`src/rtl/select_way_plru.sv`:
```
// Tree pseudo-LRU victim selector, one PLRU tree per set.
// Invalid ways win over the tree. A same-cycle touch to the looked-up set is
// visible to that lookup. The victim outputs are registered.
// Optional feature: define REPL_LOCK_EN to add lock_mask, which excludes ways from replacement.
module select_way_plru #(
  parameter int WAYS = 4,
  parameter int SETS = 8,
  localparam int LW = $clog2(WAYS),
  localparam int LS = $clog2(SETS)
) (
  input  logic            clk,
  input  logic            rst,
  input  logic            lookup_valid,
  input  logic [LS-1:0]   lookup_set,
  input  logic [WAYS-1:0] valid_bits,
  input  logic            touch_valid,
  input  logic [LS-1:0]   touch_set,
  input  logic [LW-1:0]   touch_way,
`ifdef REPL_LOCK_EN
  input  logic [WAYS-1:0] lock_mask,
`endif
  output logic            victim_valid,
  output logic [WAYS-1:0] victim_onehot,
  output logic [LW-1:0]   victim_idx
);

  // Heap node k lives at bit WAYS-2-k. A node value of 1 steers the walk to the lower half.
  logic [WAYS-2:0] tree_q [SETS];
  logic [WAYS-2:0] tree_d [SETS];
  logic [WAYS-2:0] touched_tree;
  logic [WAYS-2:0] lookup_tree;
  logic [WAYS-1:0] eff_lock;
  logic [WAYS-1:0] cand;
  logic [LW-1:0]   inv_idx;
  logic [LW-1:0]   sel_idx;

  logic            victim_valid_q, victim_valid_d;
  logic [WAYS-1:0] victim_onehot_q, victim_onehot_d;
  logic [LW-1:0]   victim_idx_q, victim_idx_d;

  // Point every node on the path to w away from w. The prefix of w at depth d picks the node.
  function automatic logic [WAYS-2:0] apply_touch(input logic [WAYS-2:0] t,
                                                  input logic [LW-1:0]   w);
    logic [WAYS-2:0] r;
    int node;
    r = t;
    for (int d = 0; d < LW; d++) begin
      node = (1 << d) - 1 + int'(w >> (LW - d));
      r[WAYS-2-node] = w[LW-1-d];
    end
    return r;
  endfunction

  // Walk the tree from the root. Step around any subtree in which every way is locked.
  function automatic logic [LW-1:0] walk(input logic [WAYS-2:0] t,
                                         input logic [WAYS-1:0] lk);
    int   p;
    int   node;
    logic go_low;
    logic low_locked;
    logic high_locked;
    p = 0;
    for (int d = 0; d < LW; d++) begin
      node = (1 << d) - 1 + p;
      go_low = t[WAYS-2-node];
      low_locked = 1'b1;
      high_locked = 1'b1;
      for (int w = 0; w < WAYS; w++) begin
        if ((w >> (LW - 1 - d)) == (p << 1)) low_locked = low_locked & lk[w];
        if ((w >> (LW - 1 - d)) == ((p << 1) + 1)) high_locked = high_locked & lk[w];
      end
      if (go_low && low_locked) go_low = 1'b0;
      else if (!go_low && high_locked) go_low = 1'b1;
      p = (p << 1) + (go_low ? 0 : 1);
    end
    return LW'(p);
  endfunction

  // Updated tree for the touched set; the lookup sees it when both requests name the same set.
  always_comb begin
    touched_tree = apply_touch(tree_q[touch_set], touch_way);
    if (touch_valid && (touch_set == lookup_set)) lookup_tree = touched_tree;
    else lookup_tree = tree_q[lookup_set];
  end

  // Effective lock mask. When every way is locked, the mask is dropped for this lookup.
  always_comb begin
`ifdef REPL_LOCK_EN
    eff_lock = (&lock_mask) ? '0 : lock_mask;
`else
    eff_lock = '0;
`endif
  end

  // Victim choice: the lowest unlocked invalid way first, otherwise the tree walk.
  always_comb begin
    cand = valid_bits ^ {WAYS{1'b1}};
    cand = cand & ~eff_lock;
    inv_idx = '0;
    for (int w = WAYS - 1; w >= 0; w--) begin
      if (cand[w]) inv_idx = LW'(w);
    end
    sel_idx = (|cand) ? inv_idx : walk(lookup_tree, eff_lock);
  end

  // Next state of the victim outputs. The index and one-hot hold between lookups.
  always_comb begin
    victim_valid_d  = lookup_valid;
    victim_idx_d    = victim_idx_q;
    victim_onehot_d = victim_onehot_q;
    if (lookup_valid) begin
      victim_idx_d    = sel_idx;
      victim_onehot_d = WAYS'(1) << sel_idx;
    end
  end

  // Victim output registers.
  always_ff @(posedge clk) begin
    if (rst) begin
      victim_valid_q  <= 1'b0;
      victim_onehot_q <= WAYS'(1);
      victim_idx_q    <= '0;
    end else begin
      victim_valid_q  <= victim_valid_d;
      victim_onehot_q <= victim_onehot_d;
      victim_idx_q    <= victim_idx_d;
    end
  end

  genvar gi;
  generate
    for (gi = 0; gi < SETS; gi++) begin : g_set
      // Only the touched set takes the updated tree.
      always_comb begin
        tree_d[gi] = tree_q[gi];
        if (touch_valid && (touch_set == LS'(gi))) tree_d[gi] = touched_tree;
      end

      // Per-set tree state. Reset sets all bits to 1, so the first all-valid victim is way 0.
      always_ff @(posedge clk) begin
        if (rst) tree_q[gi] <= '1;
        else     tree_q[gi] <= tree_d[gi];
      end
    end
  endgenerate

  assign victim_valid  = victim_valid_q;
  assign victim_onehot = victim_onehot_q;
  assign victim_idx    = victim_idx_q;

endmodule

```
`config.mk`:
```
export PLATFORM = sky130hd
export DESIGN_NAME = select_way_plru
export DESIGN_NICKNAME = d
export VERILOG_FILES = /design/src/rtl/select_way_plru.sv
export SDC_FILE = /design/constraint.sdc
export NUM_CORES = 1
export LEC_CHECK = 0
export ABC_AREA = 0
export ABC_CLOCK_PERIOD_IN_PS = 2600
export BUFFER_PORTS_ARGS = -buffer_cell sky130_fd_sc_hd__buf_4
export CAP_MARGIN = 0
export CORE_ASPECT_RATIO = 0.7
export CORE_MARGIN = 1
export CORE_UTILIZATION = 50
export CTS_BUF_LIST = sky130_fd_sc_hd__clkbuf_8
export DETAILED_ROUTE_END_ITERATION = 8
export PLACE_DENSITY = 0.71
export SLEW_MARGIN = 20
export SYNTH_ARGS = -nofsm -noshare
export SYNTH_HDL_FRONTEND = slang
export SYNTH_SLANG_ARGS = --single-unit
```
`constraint.sdc`:
```
create_clock -name clk -period 2.6 [get_ports clk]
set_input_delay 0.52 -clock clk [delete_from_list [all_inputs] [get_ports clk]]
set_output_delay 0.52 -clock clk [all_outputs]
set_load 0.02 [all_outputs]
```
==> out/metrics.cfg, run 1 <==
[routing]
wl_per_cell_um=18.4
drc=0
drt_wl_total_um=4100
vias_per_cell=5.91
drt_iter0_markers=133
ant_nets=0
drtPass1Iterations=4
vias=1319

[clock_tree]
cts.sinks=31
cts-root-buf=clkbuf_8
cts_hold_buf=0
numCtsBuffers=5
htree_levels=2
clock_latency_ns=0.28
ctsLongestPathBuffers=2
post_cts_buffers=0
cts_tree=yes
cts-resized-gates=0
cts.clk_slew.worst_paths_ns=0.07

[sta]
setup_slack_ns=0.567
post-route-min-period_ns=2.03
tightest_slew_ns=0.514
max_freq_ghz=0.492
slew_violations=0
finalHoldViolCount=0
finalSetupTns_ns=0
rsz0062_at_grt=false
period_share_pct=78.2
finalSetupViolCount=0
skew_ns=0.00774
relSlewSlack_pct=65.5

[setup_path]
cp_max_fo=7
worstSetupPathType=input port to flop
end_kind=flop
r2r_slack_ns=0.59
critPathLaunchType=input port
crit_arrival_ns=2.20
worstPathRequired_ns=2.77

[power]
power.density_nw_per_um2=573
ir_drop_mv=0.426
leakage_uw=0.000684

[status]
outcome=complete, no violations

[global_routing]
grt_pass1_vias=1278
antenna_found_initial=0
top_usage_layer=met1
grt_util_met2_pct=35.8
grt_use_met1_pct=37.9
grt.overflow.total=0
grt_max_degree=14
gr-usage-met3_pct=5.23
grtUsageTotal_pct=25.0
grt_pass1_wl_um=6560

[synthesis]
synth_area_um2=1750
yosysUniqueCellTypes=45
synth_most_common_cell=nand2_1
yosysTopAreaCellShare_pct=41.1
async_reset_ff_share_pct=0
synth_edf_count=24
yosysSeqAreaShare_pct=49.1
yosysTopAreaCell=edfxtp_1
ys_seq_elements=31
synth_nets=165
yosys_warnings=0
synth.avg_cell_area_um2=11.8
synth_ff_type=edfxtp_1
ys_top_cells_by_area=edfxtp_1, mux4_2, dfxtp_1
yosys-top-cells-count=nand2_1, edfxtp_1, nor2_1
syn_inst=149

[die]
die_h_um=51.6
ios=23
initial_core_util_pct=53.9
die_area_um2=3750
fp-row-count=17
core-area_um2=3250
die_w_um=72.8

[final_layout]
multi_input_area_um2=835
nFillCells=261
diodes=0
syn2layout_area_growth_pct=18.0
regArea_um2=861
final_nets=191
final_util_pct=63.6
drive_above_1_share_pct=29.0
final_cell_area_um2=2070
final_cells=223

[placed_design]
dp_cells=215
numPortBuffers=22
place_ws_ns=0.282
placed_cell_area_um2=1960
place_congestion=0.941
dp_hpwl_um=3140

[worst_hold_path]
hold_path.class=input port to flop

[flow_run]
drv_cap=0

critical path: stages:
cell and delay (ns):
buf_4 0.16, mux4_2 0.55, mux2i_1 0.14, mux2_2 0.27, and2_1 0.21, o311a_1 0.34
layer usage:
layer / up-vias / part of all wire (%)
met1: 637 / 45
met5: - / 0
li1: 608 / -
met3: 6 / 11
met4: 0 / 0.88
met2: 68 / 44
where the power goes:
group | internal (uW) | total (uW) | switching, uW
clock | 285 | 467 | 183
sequential | 549 | 556 | 7.42
combinational | 66.3 | 161 | 94.9
registers in the layout (all words and copies together) (netlist names):
register       cells
tree_q            24
victim_onehot      4
victim_idx         2
victim_valid       1
final cells by class:
class	count	share of cell area (%)
Clock inverter	3	2.12
Tap cell	47	2.84
Timing Repair Buffer	25	9.07
Sequential cell	31	41.6
Inverter	4	0.726
Clock buffer	5	3.33
Multi-Input combinational cell	108	40.3
cells in the final DEF (no fill, tap or decap), types with 2 or more instances in the layout:
cell type | synthesis | final
nor2b_1 | 4 | 4
clkbuf_8 | 0 | 5
mux2i_1 | 4 | 4
edfxtp_1 | 24 | 24
nand3_1 | 3 | 3
xnor2_1 | 2 | 2
inv_1 | 3 | 3
mux4_2 | 7 | 7
o21ai_0 | 7 | 7
buf_4 | 1 | 25
nand2b_1 | 2 | 2
nor3_1 | 3 | 3
a21oi_1 | 5 | 5
mux2_2 | 2 | 2
nand2_1 | 35 | 35
nor2_1 | 10 | 10
dfxtp_1 | 7 | 7
stage by stage:
step	power [uW]	hold WS (ns)
final	1180	0.458
after global routing	1220	0.461
after CTS	1190	0.453
after detailed placement	727	0.464
after global placement	723	0.449
after floorplan	666	0.536
logic make-up (layout without fill, tap and decap cells):
logic type      Yosys count  after routing  share of synthesized area, %
compound gates           29             29                          15.2
xor+xnor                  3              3                          1.93
buf+inv                  10             37                          3.35
flops                    31             31                          49.1
mux                      14             14                          14.1
simple gates             62             62                          16.4
final timing paths:
| path | startpoint | end | depth (start not counted) |
|---|---|---|---|
| max | lookup_set[0] | victim_onehot[1] | 6 |
| min | rst | victim_onehot[3] | 2 |
| max reg2reg | tree_q[3][2] | victim_onehot[1] | 5 |
| min reg2reg | victim_idx[1] | victim_idx[1] | 2 |
Power figures use the tool's default switching activity.
==> run 2, diff against run 1 <==
ABC_CLOCK_PERIOD_IN_PS = 2000   (was 2600)
clock period = 2 ns   (was 2.6 ns; I/O delays follow)
==> out/metrics.cfg, run 2 (synthesized netlist as in run 1, its figures left out) <==
[die]
die_h_um=51.6  ; unchanged
die_w_um=72.8  ; unchanged
die_area_um2=3750  ; unchanged
initial_core_util_pct=53.9  ; unchanged
core-area_um2=3250  ; unchanged
ios=23  ; unchanged
fp-row-count=17  ; unchanged

[setup_path]
cp_cell_sequence=mux4_2, nor2b_4, a2111oi_4, o41a_1, a221oi_2  ; was buf_4, mux4_2, mux2i_1, mux2_2, and2_1, o311a_1
critPathLaunchType=flop  ; was input port
crit_arrival_ns=2.14  ; was 2.20 ns
worstPathRequired_ns=2.19  ; was 2.77 ns
end_kind=flop  ; unchanged
worst_path_largest_cell_delay_ns=0.51  ; was 0.55 ns
worstSetupPathType=flop to flop  ; was input port to flop
slowest_stage=mux4_2  ; unchanged
cp_max_fo=3  ; was 7

[sta]
relSlewSlack_pct=68.0  ; was 65.5%
tightest_slew_ns=0.475  ; was 0.514 ns
hold_ws_ns=0.342  ; was 0.458 ns
setup_slack_ns=0.0491  ; was 0.567 ns
post-route-min-period_ns=1.95
skew_ns=0.00372  ; was 0.00774 ns
finalSetupTns_ns=0  ; unchanged
slew_violations=0  ; unchanged
period_share_pct=97.5
finalSetupViolCount=0  ; unchanged
finalHoldViolCount=0  ; unchanged
max_freq_ghz=0.513

[power]
ir_drop_mv=0.481  ; was 0.426 mV
total_power_uw=1560  ; was 1180 uW
power.density_nw_per_um2=708  ; was 573 nW/um^2
leakage_uw=0.000765  ; was 0.000684 uW

[global_routing]
grt_pass1_vias=1330  ; was 1278
grt_max_degree=13  ; was 14
grt.overflow.total=0  ; unchanged
grt_pass1_wl_um=6640  ; was 6560 um
grtUsageTotal_pct=25.3  ; was 25.0%
antenna_found_initial=0  ; unchanged

[final_layout]
final_nets=206  ; was 191
top_register=tree_q  ; unchanged
syn2layout_area_growth_pct=25.9  ; was 18.0%
final_cells=238  ; was 223
nFillCells=234  ; was 261
diodes=0  ; unchanged
largest_register_ffs=24  ; unchanged
drive_above_1_share_pct=36.6  ; was 29.0%
final_cell_mix=buf_4, nand2_1, edfxtp_1, nor2_1  ; was nand2_1, buf_4, edfxtp_1, nor2_1
final_common_cell=buf_4  ; was nand2_1

[clock_tree]
cts_tree=yes  ; unchanged
cts.sinks=31  ; unchanged
ctsLongestPathBuffers=2  ; unchanged
numCtsBuffers=5  ; unchanged
cts-root-buf=clkbuf_8  ; unchanged
clock_latency_ns=0.27  ; was 0.28 ns
htree_levels=2  ; unchanged
cts.clk_slew.worst_paths_ns=0.07  ; about the same

[flow_run]
drv_cap=0  ; unchanged

[routing]
vias=1389  ; was 1319
drc=0  ; unchanged
drtPass1Iterations=4  ; unchanged
drt_iter0_markers=129  ; was 133
wl_per_cell_um=18.0  ; was 18.4 um
drt_wl_total_um=4290  ; was 4100 um
ant_nets=0  ; unchanged
vias_per_cell=5.84  ; was 5.91

[placed_design]
place_congestion=0.889  ; was 0.941
numPortBuffers=22  ; unchanged
dp_hpwl_um=3300  ; was 3140 um
dp_cells=229  ; was 215
place_ws_ns=-0.119  ; was 0.282 ns

[worst_hold_path]
hold_path.class=input port to flop  ; unchanged

[status]
outcome=complete, no violations  ; unchanged

[run 2: through the flow]
stage / area (um^2) / util [%]
after detailed placement: 2060 / 63.4
after global placement: 2060 / 63.4
final: 2210 / 67.9
after floorplan: 1760 / -
after CTS: 2180 / 66.9
after global routing: 2210 / 67.9
[run 2: report_power, final]
part / total [uW] / leakage [uW] / switching [uW] / internal (uW)
combinational: 237 / 0.000457 / 131 / 106
sequential: 724 / 0.000250 / 9.98 / 714
clock: 602 / 0.0000581 / 232 / 370
[run 2: final cells by class]
type | count | area, um^2 | area share [%]
flip-flops and latches | 31 | 861 | 39.0
multi-input cells | 108 | 861 | 39.0
repair buffers | 40 | 300 | 13.6
clock buffers | 5 | 68.8 | 3.12
well taps | 47 | 58.8 | 2.66
clock inverters | 3 | 43.8 | 1.98
inverters | 4 | 15.0 | 0.680
[run 2: worst max-delay path, delay by kind of cell, from the launching register on]
family          cells  cell delay (ns)
mux                 1             0.51
compound gates      3             0.76
simple gates        1             0.15
flops               1             0.44
[run 2: timing repair]
action | in CTS | in global routing
resized for setup | 0 | 4
hold buffers | 0 | 0
buffers inserted | 0 | 1
endpoints found under the setup margin | 0 | 3
[run 2: path summary, 6_finish.rpt]
kind,slack (ns),end,from,cells after the start
max reg2reg,0.05,victim_onehot[3],tree_q[3][1],5
min reg2reg,0.48,victim_idx[1],victim_idx[1],2
min,0.34,victim_valid,rst,2
max,0.05,victim_onehot[3],tree_q[3][1],5
[run 2: metal layers]
| metal | global-route usage, % | vias to the layer above | routed length (um) |
|---|---|---|---|
| met5 | 0 | - | 0 |
| met1 | 36.2 | 660 | 1920 |
| li1 | - | 638 | - |
| met2 | 36.9 | 87 | 1870 |
| met4 | 8.50 | 0 | 30 |
| met3 | 7.36 | 4 | 465 |
==> run 3, diff against run 2 <==
ABC_CLOCK_PERIOD_IN_PS = 2200   (was 2000)
MAX_ROUTING_LAYER = met4   (was not set)
clock period = 2.2 ns   (was 2 ns; I/O delays follow)
==> out/metrics.cfg, run 3 (synthesized netlist as in run 1, its figures left out) <==
[status]
outcome=complete, no violations  ; unchanged

[power]
p_int_uw=946  ; was 1190 uW
ir_drop_mv=0.399  ; was 0.481 mV
power.density_nw_per_um2=622  ; was 708 nW/um^2
p_comb_share_pct=15.0  ; was 15.2%
power_switching_uw=339  ; was 373 uW
pwr-share-clk_pct=33.8  ; was 38.5%
pwr-share-seq_pct=51.2  ; was 46.3%
switching_share_pct=26.4  ; was 23.8%
leakage_uw=0.000685  ; was 0.000765 uW

[placed_design]
dp_hpwl_um=3170  ; was 3300 um
dp_cells=218  ; was 229
place_congestion=1.01  ; was 0.889
numPortBuffers=22  ; unchanged

[die]
initial_core_util_pct=53.9  ; unchanged
die_w_um=72.8  ; unchanged
ios=23  ; unchanged
fp-row-count=17  ; unchanged
die_h_um=51.6  ; unchanged
die_area_um2=3750  ; unchanged
core-area_um2=3250  ; unchanged

[final_layout]
diodes=0  ; unchanged
top_register=tree_q  ; unchanged
final_common_cell=nand2_1  ; was buf_4
final_nets=194  ; was 206
final_cells=226  ; was 238
syn2layout_area_growth_pct=17.7  ; was 25.9%
drive_above_1_share_pct=29.6  ; was 36.6%
final_cell_mix=nand2_1, buf_4, edfxtp_1, nor2_1  ; was buf_4, nand2_1, edfxtp_1, nor2_1
largest_register_ffs=24  ; unchanged
nFillCells=248  ; was 234

[clock_tree]
htree_levels=2  ; unchanged
clock_latency_ns=0.28  ; was 0.27 ns
numCtsBuffers=5  ; unchanged
post_cts_buffers=0  ; unchanged
cts.clk_slew.worst_paths_ns=0.07  ; about the same
cts-resized-gates=0  ; unchanged
cts.sinks=31  ; unchanged
cts_tree=yes  ; unchanged
cts_hold_buf=0  ; unchanged
cts-root-buf=clkbuf_8  ; unchanged
ctsLongestPathBuffers=2  ; unchanged

[setup_path]
end_kind=flop  ; unchanged
worstSetupEndpoint=victim_onehot[1]  ; was victim_onehot[3]
reg2reg_from=tree_q[7][2]  ; was tree_q[3][1]
r2r_slack_ns=0.21  ; was 0.05 ns
worst_r2r_path_depth=5  ; unchanged
crit_arrival_ns=2.17  ; was 2.14 ns
worstPathRequired_ns=2.38  ; was 2.19 ns
startpoint=tree_q[7][2]  ; was tree_q[3][1]
regToRegEndpoint=victim_onehot[1]  ; was victim_onehot[3]
worstSetupPathType=flop to flop  ; unchanged
critPathLaunchType=flop  ; unchanged
cp_max_fo=4  ; was 3

[global_routing]
grt_max_degree=14  ; was 13
grt_pass1_vias=1211  ; was 1330
grtUsageTotal_pct=25.5  ; was 25.3%
grt.overflow.total=0  ; unchanged
grt_pass1_wl_um=6460  ; was 6640 um
antenna_found_initial=0  ; unchanged

[sta]
max_freq_ghz=0.502  ; was 0.513 GHz
rsz0062_at_grt=false
finalSetupTns_ns=0  ; unchanged
skew_ns=0.00274  ; was 0.00372 ns
finalHoldViolCount=0  ; unchanged
finalSetupViolCount=0  ; unchanged
period_share_pct=90.5  ; was 97.5%
relSlewSlack_pct=65.1  ; was 68.0%
tightest_slew_ns=0.518  ; was 0.475 ns
slew_violations=0  ; unchanged
post-route-min-period_ns=1.99  ; was 1.95 ns

[routing]
ant_nets=0  ; unchanged
drc=0  ; unchanged
wl_per_cell_um=17.8  ; was 18.0 um
drt_wl_total_um=4020  ; was 4290 um
drt_iter0_markers=148  ; was 129
vias_per_cell=5.76  ; was 5.84
vias=1301  ; was 1389
drtPass1Iterations=4  ; unchanged

[flow_run]
drv_cap=0  ; unchanged

[worst_hold_path]
worstHoldStart=rst  ; unchanged
hold_path.class=input port to flop  ; unchanged

-- run 3: final cells by class --
class	instances	area, um^2	share of cell area [%]
repair buffers	28	210	10.2
flip-flops and latches	31	861	41.7
clock buffers	5	68.8	3.33
clock inverters	3	16.3	0.788
multi-input cells	108	835	40.4
well taps	47	58.8	2.85
inverters	4	15.0	0.727
-- run 3: power groups by stage --
stage	registers (uW)	clock network [uW]	logic, uW
floorplan	673	0	115
global placement	669	0	188
detailed placement	670	0	193
CTS	657	438	193
global route	659	468	208
finish	657	435	193
-- run 3: through the flow --
| stage | util [%] | setup slack [ns] | hold slack, ns | power [uW] | cell area, um^2 |
|---|---|---|---|---|---|
| final | 63.4 | 0.209 | 0.365 | 1290 | 2060 |
| after global routing | 63.4 | 0.169 | 0.365 | 1340 | 2060 |
| after CTS | 63.4 | 0.216 | 0.357 | 1290 | 2060 |
| after detailed placement | 60.8 | 0.0114 | 0.456 | 863 | 1980 |
| after global placement | 60.8 | 0.0296 | 0.446 | 857 | 1980 |
| after floorplan | - | 0.121 | 0.506 | 788 | 1750 |
-- run 3: how the worst min path moves through the flow --
stage,end,slack (ns),cells after the start
detailed placement,victim_onehot[0],0.46,2
global route,victim_onehot[3],0.36,2
global placement,victim_onehot[0],0.45,2
finish,victim_onehot[3],0.37,2
CTS,victim_onehot[3],0.36,2
floorplan,victim_onehot[3],0.51,1
-- run 3: layer usage --
| layer | track usage [%] | share of wire, % |
|---|---|---|
| met1 | 36.2 | 45 |
| met2 | 35.0 | 43 |
| met3 | 8.14 | 11 |
| met4 | 7.84 | 1.2 |
| met5 | - | 0 |
-- run 3: critical path: stages (launching register included) --
cell and delay (ns):
edfxtp_1 0.40, mux4_2 0.52, mux2i_1 0.14, mux2_2 0.28
and2_1 0.21, o311a_1 0.33
